## config.mk

```make
export PLATFORM = sky130hd
export DESIGN_NAME = uart_tx_arbiter
export DESIGN_NICKNAME = d
export VERILOG_FILES = /design/src/rtl/uart_pkg.sv /design/src/rtl/rr_picker.sv /design/src/rtl/uart_tx_arbiter.sv
export SDC_FILE = /design/constraint.sdc
export NUM_CORES = 1
export LEC_CHECK = 0
export CAP_MARGIN = 20
export CORE_MARGIN = 10
export CORE_UTILIZATION = 43
export DETAILED_ROUTE_END_ITERATION = 8
export PLACE_DENSITY = 0.8
export SYNTH_ARGS = -nofsm -noshare
export SYNTH_HDL_FRONTEND = slang
export SYNTH_SLANG_ARGS = --single-unit
```

## constraint.sdc

```tcl
create_clock -name clk_i -period 2.3 [get_ports clk_i]
set_input_delay 0.46 -clock clk_i [delete_from_list [all_inputs] [get_ports clk_i]]
set_output_delay 0.46 -clock clk_i [all_outputs]
set_load 0.02 [all_outputs]
```

## src/rtl/uart_pkg.sv

```systemverilog
// Shared types for the UART transmit path: byte type and arbiter FSM states.
package uart_pkg;

   typedef logic [7:0] uart_byte_t;

   typedef enum logic [1:0] {
      ST_IDLE,
      ST_LAUNCH,
      ST_WAIT_BUSY,
      ST_WAIT_DONE
   } arb_state_e;

endpackage

```

## src/rtl/rr_picker.sv

```systemverilog
// Combinational round-robin search: first set bit of req scanning upward
// from last+1, wrapping. Reusable by any arbiter that keeps its own 'last'.
module rr_picker #(
   parameter int p_num_req = 4
) (
   input  logic [p_num_req-1:0]         req,
   input  logic [$clog2(p_num_req)-1:0] last,
   output logic [$clog2(p_num_req)-1:0] idx,
   output logic                         found
);

   localparam int c_idx_w = $clog2(p_num_req);

   always_comb begin
      int k;
      // NOTE: every combinational output gets a default first, so no path leaves it unassigned (no latch).
      idx   = '0;
      found = 1'b0;
      k     = 0;
      // Scan from farthest to nearest so the candidate closest to last+1 is written last and wins.
      for (int i = p_num_req; i >= 1; i--) begin
         k = int'(last) + i;
         if (k >= p_num_req) k = k - p_num_req;
         if (req[k[c_idx_w-1:0]]) begin
            idx   = k[c_idx_w-1:0];
            found = 1'b1;
         end
      end
   end

endmodule

```

## src/rtl/uart_tx_arbiter.sv

```systemverilog
// Round-robin arbiter sharing one uart_tx between byte requesters, with
// locked bursts, start-timeout detection and busy tracking.
module uart_tx_arbiter
   import uart_pkg::*;
#(
   parameter int p_num_req       = 4,
   parameter int p_max_burst     = 16,
   parameter int p_start_timeout = 8
) (
   input  logic                         clk_i,
   input  logic                         rst_n_i,
   input  logic [p_num_req-1:0]         req_valid_i,
   input  logic [p_num_req-1:0]         req_lock_i,
   input  logic [p_num_req*8-1:0]       req_data_i,
   output logic [p_num_req-1:0]         req_ready_o,
   output logic                         tx_start_o,
   output logic [7:0]                   tx_data_o,
   input  logic                         tx_busy_i,
   output logic [$clog2(p_num_req)-1:0] grant_id_o,
   output logic                         active_o,
   output logic                         start_err_o
);

   localparam int c_idx_w   = $clog2(p_num_req);
   localparam int c_burst_w = $clog2(p_max_burst + 1);
   localparam int c_tmo_w   = (p_start_timeout > 1) ? $clog2(p_start_timeout) : 1;

   localparam logic [c_idx_w-1:0]   c_last_rst = c_idx_w'(p_num_req - 1);
   localparam logic [c_burst_w:0]   c_burst_lim = (c_burst_w + 1)'(p_max_burst);
   localparam logic [c_burst_w-1:0] c_burst_sat = '1;
   localparam logic [c_tmo_w-1:0]   c_tmo_last = c_tmo_w'(p_start_timeout - 1);

   arb_state_e           state_q, state_d;
   logic [c_idx_w-1:0]   last_q, last_d;
   logic [c_idx_w-1:0]   grant_q, grant_d;
   logic                 hold_q, hold_d;
   logic [c_burst_w-1:0] burst_q, burst_d;
   logic [c_tmo_w-1:0]   tmo_q, tmo_d;
   uart_byte_t           data_q, data_d;

   uart_byte_t           req_byte [p_num_req];
   logic [c_idx_w-1:0]   pick_idx;
   logic                 pick_found;
   logic                 owner_valid;
   logic [c_idx_w-1:0]   win_idx;

   for (genvar n = 0; n < p_num_req; n++) begin : g_bytes
      assign req_byte[n] = req_data_i[n*8 +: 8];
   end

   rr_picker #(
      .p_num_req (p_num_req)
   ) u_picker (
      .req   (req_valid_i),
      .last  (last_q),
      .idx   (pick_idx),
      .found (pick_found)
   );

   // A held owner keeps the grant only while it still has a byte to offer.
   assign owner_valid = req_valid_i[last_q];
   assign win_idx     = (hold_q && owner_valid) ? last_q : pick_idx;

   always_comb begin
      state_d     = state_q;
      last_d      = last_q;
      grant_d     = grant_q;
      hold_d      = hold_q;
      burst_d     = burst_q;
      tmo_d       = tmo_q;
      data_d      = data_q;
      req_ready_o = '0;
      tx_start_o  = 1'b0;
      start_err_o = 1'b0;

      unique case (state_q)
         ST_IDLE: begin
            if (hold_q && !owner_valid) begin
               hold_d  = 1'b0;
               burst_d = '0;
            end
            // Ready is combinational from IDLE, so it is gated by reset to stay low while held.
            if (rst_n_i && !tx_busy_i && pick_found) begin
               req_ready_o[win_idx] = 1'b1;
               data_d               = req_byte[win_idx];
               last_d               = win_idx;
               grant_d              = win_idx;
               state_d              = ST_LAUNCH;
            end
         end

         ST_LAUNCH: begin
            tx_start_o = 1'b1;
            tmo_d      = '0;
            state_d    = ST_WAIT_BUSY;
         end

         ST_WAIT_BUSY: begin
            if (tx_busy_i) begin
               state_d = ST_WAIT_DONE;
            end else if (tmo_q == c_tmo_last) begin
               start_err_o = 1'b1;
               hold_d      = 1'b0;
               burst_d     = '0;
               state_d     = ST_IDLE;
            end else begin
               tmo_d = tmo_q + c_tmo_w'(1);
            end
         end

         ST_WAIT_DONE: begin
            if (!tx_busy_i) begin
               state_d = ST_IDLE;
               if (req_lock_i[last_q] && (({1'b0, burst_q} + (c_burst_w + 1)'(1)) < c_burst_lim)) begin
                  hold_d  = 1'b1;
                  burst_d = (burst_q == c_burst_sat) ? burst_q : burst_q + c_burst_w'(1);
               end else begin
                  hold_d  = 1'b0;
                  burst_d = '0;
               end
            end
         end

         default: state_d = ST_IDLE;
      endcase
   end

   always_ff @(posedge clk_i or negedge rst_n_i) begin
      if (!rst_n_i) begin
         state_q <= ST_IDLE;
         last_q  <= c_last_rst;
         grant_q <= '0;
         hold_q  <= 1'b0;
         burst_q <= '0;
         tmo_q   <= '0;
         data_q  <= '0;
      end else begin
         // NOTE: state registers use non-blocking assignments so every flop samples pre-edge values.
         state_q <= state_d;
         last_q  <= last_d;
         grant_q <= grant_d;
         hold_q  <= hold_d;
         burst_q <= burst_d;
         tmo_q   <= tmo_d;
         data_q  <= data_d;
      end
   end

   assign tx_data_o  = data_q;
   assign grant_id_o = grant_q;
   assign active_o   = (state_q != ST_IDLE);

endmodule

```

# ---- Yosys cells after proc, flatten, opt, wreduce, memory -nomap -nowiden
# Cells that the tools add are included.
dict set report classes {
  add_sub_neg 11
  order_cmp 13
  n_eq_ne 13
  muxes 57
  bitwise 1
  reduce_logical 17
}
# operator count
set ops {}
lappend ops {{5-bit two-way mux} 6}
lappend ops {{2-bit two-way mux} 13}
lappend ops {{1-bit two-way mux} 20}
lappend ops {{2-bit by 3-bit less-than comparator with 1-bit output (second input constant)} 6}
lappend ops {{8-bit binary-select mux with 2-bit select} 1}
lappend ops {{8-bit two-way mux} 2}
lappend ops {{5-bit one-hot mux with 3 select lines} 1}
lappend ops {{1-bit binary-select mux with 2-bit select} 6}
lappend ops {{3-bit greater-or-equal comparator (second input constant)} 4}
lappend ops {{2-bit != test (second input constant)} 6}
lappend ops {{4-bit two-way mux} 2}
lappend ops {{2-bit one-hot mux with 4 select lines} 1}
lappend ops {{2-bit by 1-bit subtractor with 2-bit output (second input constant)} 4}
lappend ops {{2-bit by 2-bit adder with 3-bit output (second input constant)} 2}
lappend ops {{5-bit by 1-bit adder with 6-bit output (second input constant)} 1}
lappend ops {{1-bit logical AND} 6}
lappend ops {{6-bit by 5-bit less-than comparator with 1-bit output (second input constant)} 1}
lappend ops {{3-bit two-way mux} 2}
lappend ops {{3-bit != test (second input constant)} 2}
lappend ops {{3-bit one-hot mux with 2 select lines} 1}
lappend ops {{3-bit AND reduction} 2}
lappend ops {{6-bit AND reduction} 1}
lappend ops {{5-bit by 1-bit adder with 5-bit output (second input constant)} 1}
lappend ops {{5-bit equality test (second input constant)} 1}
lappend ops {{other kinds (17)} 20}
dict set report word_totals {
  regBits 23
  inputBits 43
  output_inout_bits 17
  word_cells 119
}

# ---- Depth between registers and ports, before layout
# Gate-level depths: netlist (run 1).
dict set report depth {
  depth_word 16
  ltp_mapped 9
  depth_no_buf 9
}

# ---- Modules after synthesis
# From an unflattened synthesis (run 1), not the netlist that was laid out.
dict set report unflattened {
  hier_cells 174
  hier_area_um2 1660.3
}
# module n_inst cells_each area_each_um2 seq_area_each_um2
set modules_own_cells {}
lappend modules_own_cells {uart_tx_arbiter 1 160 1569.0 578.1}
lappend modules_own_cells {rr_picker 1 14 91.3 0.0}

# ---- Worst setup path after synthesis (run 1)
# No wires, ideal clock.
dict set report synth_path {
  kind {flip-flop to output port}
  start {register last_q[0]}
  end {output req_ready_o[3]}
  t_arrival_ns 2.326
  t_required_ns 1.840
  setup_slack_ns -0.486
  path_stages_with_launch 8
  path_buffers 1
  path_cell_list {dfstp_2 mux2_1 nand3b_2 nand3_4 nor2_4 mux2_1 buf_6 nor3_1}
}
dict set report synth_between {
  elab_chain_cells 16
  elab_cells_between_ends 44
  cone_classes {add/sub: 8; order compare: 6; mux: 27; reduce/logical: 3}
}
# item line_no
set synth_rtl {}
lappend synth_rtl {{from (decl)} uart_tx_arbiter.sv:34} ;# logic [c_idx_w-1:0] last_q, last_d;
lappend synth_rtl {{from (signal assigned)} uart_tx_arbiter.sv:131} ;# last_q <= c_last_rst;
lappend synth_rtl {{from (signal assigned)} uart_tx_arbiter.sv:140} ;# last_q <= last_d;
lappend synth_rtl {{2-bit by 3-bit adder with 4-bit output} rr_picker.sv:22} ;# k = int'(last) + i;
lappend synth_rtl {{4-bit by 3-bit greater-or-equal comparator with 1-bit output or 2-bit by 1-bit subtractor with 2-bit output (tied branches)} rr_picker.sv:23} ;# if (k >= p_num_req) k = k - p_num_req;
lappend synth_rtl {{2-bit two-way mux} rr_picker.sv:23}
lappend synth_rtl {{1-bit binary-select mux with 2-bit select} rr_picker.sv:24} ;# if (req[k[c_idx_w-1:0]]) begin
lappend synth_rtl {{1-bit two-way mux (implied by the code)} rr_picker.sv:24}
lappend synth_rtl {{2-bit two-way mux (4 in series)} rr_picker.sv:24}
lappend synth_rtl {{2-bit two-way mux} uart_tx_arbiter.sv:62} ;# assign win_idx = (hold_q && owner_valid) ? last_q : pick_idx;
lappend synth_rtl {{2-bit by 3-bit less-than comparator with 1-bit output (implied by the code) or 2-bit by 1-bit greater-or-equal comparator with 1-bit output (tied branches)} uart_tx_arbiter.sv:84} ;# req_ready_o[win_idx] = 1'b1;
lappend synth_rtl {{1-bit logical AND (implied by the code)} uart_tx_arbiter.sv:84}
lappend synth_rtl {{1-bit two-way mux (implied by the code)} uart_tx_arbiter.sv:84}
lappend synth_rtl {{1-bit demux with 2-bit select} uart_tx_arbiter.sv:84}
lappend synth_rtl {{4-bit two-way mux *} uart_tx_arbiter.sv:83} ;# if (rst_n_i && !tx_busy_i && pick_found) begin
lappend synth_rtl {{4-bit two-way mux *} uart_tx_arbiter.sv:76} ;# unique case (state_q)
lappend synth_rtl {{to (decl)} uart_tx_arbiter.sv:15} ;# output logic [p_num_req-1:0] req_ready_o,
# Mark *: on every way between the ends. The rest lies on a longest branch, timed or not. The select of a mux whose other input is x is not followed.

# ---- Worst setup path after layout (run 1)
dict set report layout_path {
  start {register last_q[0]}
  end {output req_ready_o[0]}
}
# The elaborated chain is that of the path after synthesis.

==> impl_results.md, run 1 <==
* Max_cap viols at 0
* Crit share post-route at 1.19
* DP Worst Slack at -937 ps
* Global placement routability congestion at 0.880
* Synth Flop Type: dfrtp_1
* CP endpoint kind: output port
* Max-slew headroom at 0.532
* Drt wl/cell at 16.9 um
* WL final at 5.96 mm
* ANT nets after route at 0
* Ant diodes at 0
* Final hold viol count at 0
* Busiest grt layer: met2
* CTS tree: done
* Synth Cell Area at 1930 um2
* Clock skew at 11.3 ps
* PwrDens at 1090 nW/um2
* Worst-Skew Late Latency at 270 ps
* CTS sink count at 23
* # setup viols final at 12
* Syn avg cell area at ~9 um2
* Status: complete, but fails checks
* Root Driver: clkbuf_8
* Routed vias/inst at 5.57
* IO Port Bufs at 59
* Worst EP required at 1840 ps
* Unrepaired setup endpoints after global routing: yes
* Final WS setup at -426 ps
* # DRC at 0
* Largest family of logic cells by synthesized area: compound AO/OA/AOI/OAI gates
* Clock Path Buffers at 2
* Hold Buf Count CTS at 0
* Met3 GRT Util at 0.0206
* Final Max Tran Viols at 0
* Largest net degree at the start of global routing at 24
* Via Count at 1960
* Final non-filler cell total at 352
* Sequential share of the synthesized area at 0.299
* Tot Pwr at 3.19 mW
* Initial antenna violation count at 0
* Vias in the first global route at a little under 2k
* Ys async rst share at 1.00
* Yosys reg bits at 23
* Multiplexer share of the synthesized area at 0.181
* Gr usage total at 0.152
* Simple-gate share of the synthesized area at 0.205
* Crit Path Max Fanout at 6
* F_max at roughly 370 MHz
* Most frequent cells in the layout: 50 x clkdlybuf4s50_1, 36 x buf_4, 24 x nand2_1
* GRT met2 Usage at 0.254
* Drt first pass iters at 4
* Slew @ Worst Pin at 696 ps
* Nets at 348
* Setup crit start kind: flip-flop
* DP HPWL at roughly 4.6 mm
* Met1 usage at 0.195
* H-tree Lvls at 1
* Crit path kind: reg -> out
* Syn. warnings at 0
* Die Footprint at approximately 7600 um2
* Initial DRC Count at 82
* CTS Buf Count at 3
* FILL cells at between 300 and 400
* Commonest non-fill, non-tap cell in the layout: clkdlybuf4s50_1
* Mapped Nets at 257
* Worst vdd ir at 653 uV
* Xor and xnor area share after synthesis at 0
* Core ar. at 4350 um2
* Failing checks: setup timing
* # IOs at 60
* Initial cell density of the core at 0.444
* DP Area at 2820 um2
* Post-route cell area at 2940 um2
* Die Height at about 87 um
* Count of cell types in the netlist at 56
* Die W at about 87 um
* Mapped Cells at 210
* Clk slew on worst S/H paths at 90 ps
* Synthesis-to-layout area growth at 52.2%
* Layout cells sized above 1 at 0.263
* GRT overflow at 0
* Placed insts at around 340
* Synthesized-area fraction occupied by adder cells at 0.0259
* Crit path time final at 2730 ps
* Critical Path AT at roughly 2300 ps
* First-pass GRT wire length at 9.52 mm
* Min-delay worst type: reg -> reg
* EDFF count, synth at 0
* Compound-Gate Fraction of Synth Area at 0.239
* Rows at 24
* Leak at 1.30 nW
[per-stage QoR]
stage | util | hold WS [ps] | TNS, ps
floorplan | - | 164 | -443
global placement | 0.647 | 476 | -7010
detailed placement | 0.647 | 489 | -7050
CTS | 0.663 | 502 | -1830
global route | 0.676 | 529 | -4110
finish | 0.676 | 501 | -2710
[worst paths after layout]
path,from,to,slack [ps],cells after the start
max,last_q[0],req_ready_o[0],-430,8
max in group asynchronous,rst_n_i,last_q[1],1410,2
min,burst_q[3],burst_q[3],500,1
max reg2reg,last_q[0],tx_data_o[1],-230,11
min in group asynchronous,rst_n_i,tx_data_o[1],610,2
min reg2reg,burst_q[3],burst_q[3],500,1
[cell families (layout without fill, tap and decap cells)]
family | Yosys count | count (layout)
buffers and inverters | 16 | 106
AO/OA/AOI/OAI | 60 | 60
multiplexers | 32 | 32
AND/OR/NAND/NOR | 75 | 75
adder cells (fa/ha/maj) | 4 | 4
flip-flops | 23 | 23
[Yosys cell counts (all sizes together), types with 3 or more instances]
cell type	count	area, um2
nor3	7	35.0
a2bb2oi	3	32.5
ha	4	50.1
nand3	3	27.5
and3	3	18.8
a21oi	10	61.3
clkbuf	5	22.5
o21ai	12	71.3
o211ai	8	60.1
nor2b	5	33.8
inv	5	18.8
buf	5	46.3
o21a	3	22.5
nand3b	3	26.3
nor2	23	96.4
a31oi	3	25.0
mux2i	20	200
mux2	11	128
dfrtp	21	526
nand2	24	90.1
o311a	4	40.0
o211a	4	40.0
[where the power goes]
part | switching [mW] | internal (mW)
clock | 0.136 | 0.121
sequential | 0.119 | 0.572
combinational | 1.11 | 1.13
total | 1.37 | 1.82
[metal layers]
layer	vias up	part of all wire
met5	-	0
met4	0	0.020
met3	10	0.035
met2	34	0.52
met1	953	0.43
li1	963	-
[area by class of cell]
type                       count  area (um2)  share of cell area
clock inverter                 1        5.00             0.00170
clock buffer                   3        41.3              0.0140
tap                           52        65.1              0.0221
timing repair buffer          97         891               0.303
sequential                    23         578               0.197
inverter                       5        18.8             0.00638
multi-input combinational    171        1340               0.456
[registers in the layout, indices dropped and copies added, names as in the netlist]
signal and count:
tmo_q 3, burst_q 5, last_q 2, grant_id_o 2, hold_q 1, tx_data_o 8
state_q 2
[what timing repair did]
| item | 4_1_cts | 5_1_grt |
|---|---|---|
| endpoints found under the setup margin | 13 | 12 |
| gates resized for setup | 32 | 6 |
| pin swaps | 5 | 4 |
| buffers inserted | 2 | 3 |
[worst max-delay path, stage by stage, from the launching register on]
cell	delay [ps]
dfstp_2	620
buf_4	160
o21ai_0	110
o21ai_1	180
nand3_4	120
nor2_4	140
mux2_4	370
and3_4	170
buf_6	120
(Power assumes the default switching activity.)
==> inputs of run 2 (changes only) <==
--- a/config.mk
+++ b/config.mk
@@ -9,7 +9,7 @@
 export CORE_MARGIN = 10
 export CORE_UTILIZATION = 43
 export DETAILED_ROUTE_END_ITERATION = 8
-export PLACE_DENSITY = 0.8
+export PLACE_DENSITY = 0.78
 export SYNTH_ARGS = -nofsm -noshare
 export SYNTH_HDL_FRONTEND = slang
 export SYNTH_SLANG_ARGS = --single-unit
==> impl_results.md, run 2 (same netlist as run 1, synthesis figures left out) <==
* Gr usage total at 0.153 (+0.00139)
* Hold Buf Count CTS at 0 (unchanged)
* # DRC at 0 (unchanged)
* Final WS setup at -365 ps (+60.4 ps)
* Final Core Density at 0.683 (+0.00718)
* Worst-Skew Late Latency at 270 ps (about the same)
* Crit path kind: reg -> out
* F_max at 375 MHz (+2.3%)
* DR top layer: met4
* H-tree Lvls at 1 (unchanged)
* Commonest non-fill, non-tap cell in the layout: clkdlybuf4s50_1
* Synthesis-to-layout area growth at 53.8%
* CTS tree: done
* First-pass GRT wire length at 9.65 mm (+1.5%)
* # IOs at 60 (unchanged)
* Worst EP required at 1840 ps (about the same)
* Unrepaired setup endpoints after global routing: yes
* Clk slew on worst S/H paths at 80 ps (about the same)
* DR WL met2 at 3.03 mm (-1.6%)
* Max stage delay on crit path at 620 ps (about the same)
* Die Height at 87.1 um (unchanged)
* Crit path depth at 8 (unchanged)
* Crit path time final at 2670 ps (-60.4 ps)
* RR Startpoint: last_q[0]
* Die Footprint at 7580 um2 (unchanged)
* Initial cell density of the core at 0.444 (unchanged)
* Min-delay worst type: reg -> reg
* IO Port Bufs at 59 (unchanged)
* PwrDens at 1100 nW/um2 (+1.3%)
* Clock skew at 0.857 ps (-10.4 ps)
* Die W at 87.1 um (unchanged)
* Core ar. at 4350 um2 (unchanged)
* Slowest cell on crit path: dfstp_2
* Rows at 24 (unchanged)
* Reg2Reg Setup Slack at -20 ps (+210 ps)
* Clock Path Buffers at 2 (unchanged)
* Setup crit start kind: flip-flop
* Critical-path cell list: nor2_2, a221oi_2, buf_4, a21oi_4, nor2_4, mux2_4, nor3_4, buf_6
* Vias in the first global route at 1967 (+0.98%)
* Final hold viol count at 0 (unchanged)
* Initial DRC Count at 80 (-2.4%)
* Via Count at 1953 (-0.36%)
* CTS Buf Count at 3 (unchanged)
* CP endpoint kind: output port
* DP HPWL at 4.52 mm (-0.73%)
* R2r worst-path depth at 10 (-1)
* Met1 Routed Length at 2.55 mm (about the same)
* CTS sink count at 23 (unchanged)
* Metal3 WL at 241 um (+16%)
* Failing checks: setup timing
* Global placement routability congestion at 0.841 (-4.4%)
* Final Max Tran Viols at 0 (unchanged)
* Buf+Inv Stages, Crit Path at 2 (unchanged)
* Worst Hold Launch: tx_data_o[7]
* Max-slew headroom at 0.706 (+0.174)
* WL final at 5.94 mm (-0.40%)
* Ant diodes at 0 (unchanged)
* Crit Path Max Fanout at 5 (-1)
* Max reg flops at 8 (unchanged)
* Drt wl/cell at 16.8 um (-0.68%)
* Layout cells sized above 1 at 0.276 (+0.0124)
* # setup viols final at 8 (-4)
* RR Endpoint: tx_data_o[4]
* Routed vias/inst at 5.53 (-0.64%)
* Crit share post-route at 1.16 (-0.0263)
* Initial antenna violation count at 0 (unchanged)
* Largest net degree at the start of global routing at 24 (unchanged)
* Critical Path AT at 2210 ps (-60 ps)
* Status: complete, but fails checks
* Critical Path Source: last_q[0]
* Worst vdd ir at 475 uV (-27%)
* Root Driver: clkbuf_8
* GRT overflow at 0 (unchanged)
* Leak at 1.33 nW (+2.5%)
* Nets at 349 (+0.29%)
* ANT nets after route at 0 (unchanged)
* End of the critical path: req_ready_o[3]
* Crit path max-delay family: flip-flops
* Setup TNS at -1420 ps (+1290 ps)
* Most frequent cells in the layout: 50 x clkdlybuf4s50_1, 35 x buf_4, 23 x nand2_1
* Slew @ Worst Pin at 437 ps (-259 ps)
* Max_cap viols at 0 (unchanged)
* Drt first pass iters at 4 (unchanged)
-- run 2: cell types whose count changed in the layout (fill, tap and decap cells not counted), sizes merged --
| cell | previous run | this run |
|---|---|---|
| buf | 42 | 43 |
-- run 2: final cells by class --
type,count,area [um2]
inverter,5,18.8
multi-input combinational,171,1350
fill,341,1380
tap,52,65.1
clock buffer,3,41.3
timing repair buffer,98,915
sequential,23,578
clock inverter,1,5.00
-- run 2: per-layer routing --
layer,track usage,vias up
met4,0.0515,0
li1,-,967
met3,0.0253,11
met5,0,-
met2,0.253,43
met1,0.196,932
-- run 2: how the worst min path moves through the flow --
| stage | to | slack, ps | depth (start not counted) |
|---|---|---|---|
| CTS | burst_q[3] | 510 | 1 |
| finish | tx_data_o[7] | 510 | 2 |
| detailed placement | tx_data_o[7] | 490 | 2 |
| global route | burst_q[3] | 540 | 1 |
| global placement | grant_id_o[1] | 470 | 1 |
| floorplan | burst_q[0] | 160 | 0 |
-- run 2: tightest hold or removal path, cell delays in order, from the launching register on --
cell,delay [ps]
dfrtp_1,350
nand2_1,50
o211ai_1,70
-- run 2: metrics by stage --
step / total power [mW] / hold WS (ps) / std cells / setup slack, ps / area [um2]
3_5_place_dp: 2.78 / 492 / 343 / -1020 / 2820
6_report: 3.27 / 514 / 353 / -365 / 2970
5_1_grt: 3.48 / 543 / 353 / -434 / 2970
2_1_floorplan: 2.04 / 164 / 210 / -130 / 1980
3_3_place_gp: 2.75 / 474 / 343 / -940 / 2820
4_1_cts: 3.10 / 512 / 348 / -363 / 2900
-- run 2: timing repair --
item                       in CTS  in global routing
setup buffers                   1                  7
gates resized for setup        37                  8
setup endpoints to repair      13                 12
pin swaps                       4                 10
-- run 2: report_power, final --
part	leakage [nW]	internal (mW)	total [mW]	switching (mW)
sequential	0.285	0.572	0.703	0.131
combinational	1.02	1.20	2.30	1.10
clock	0.0255	0.121	0.259	0.138
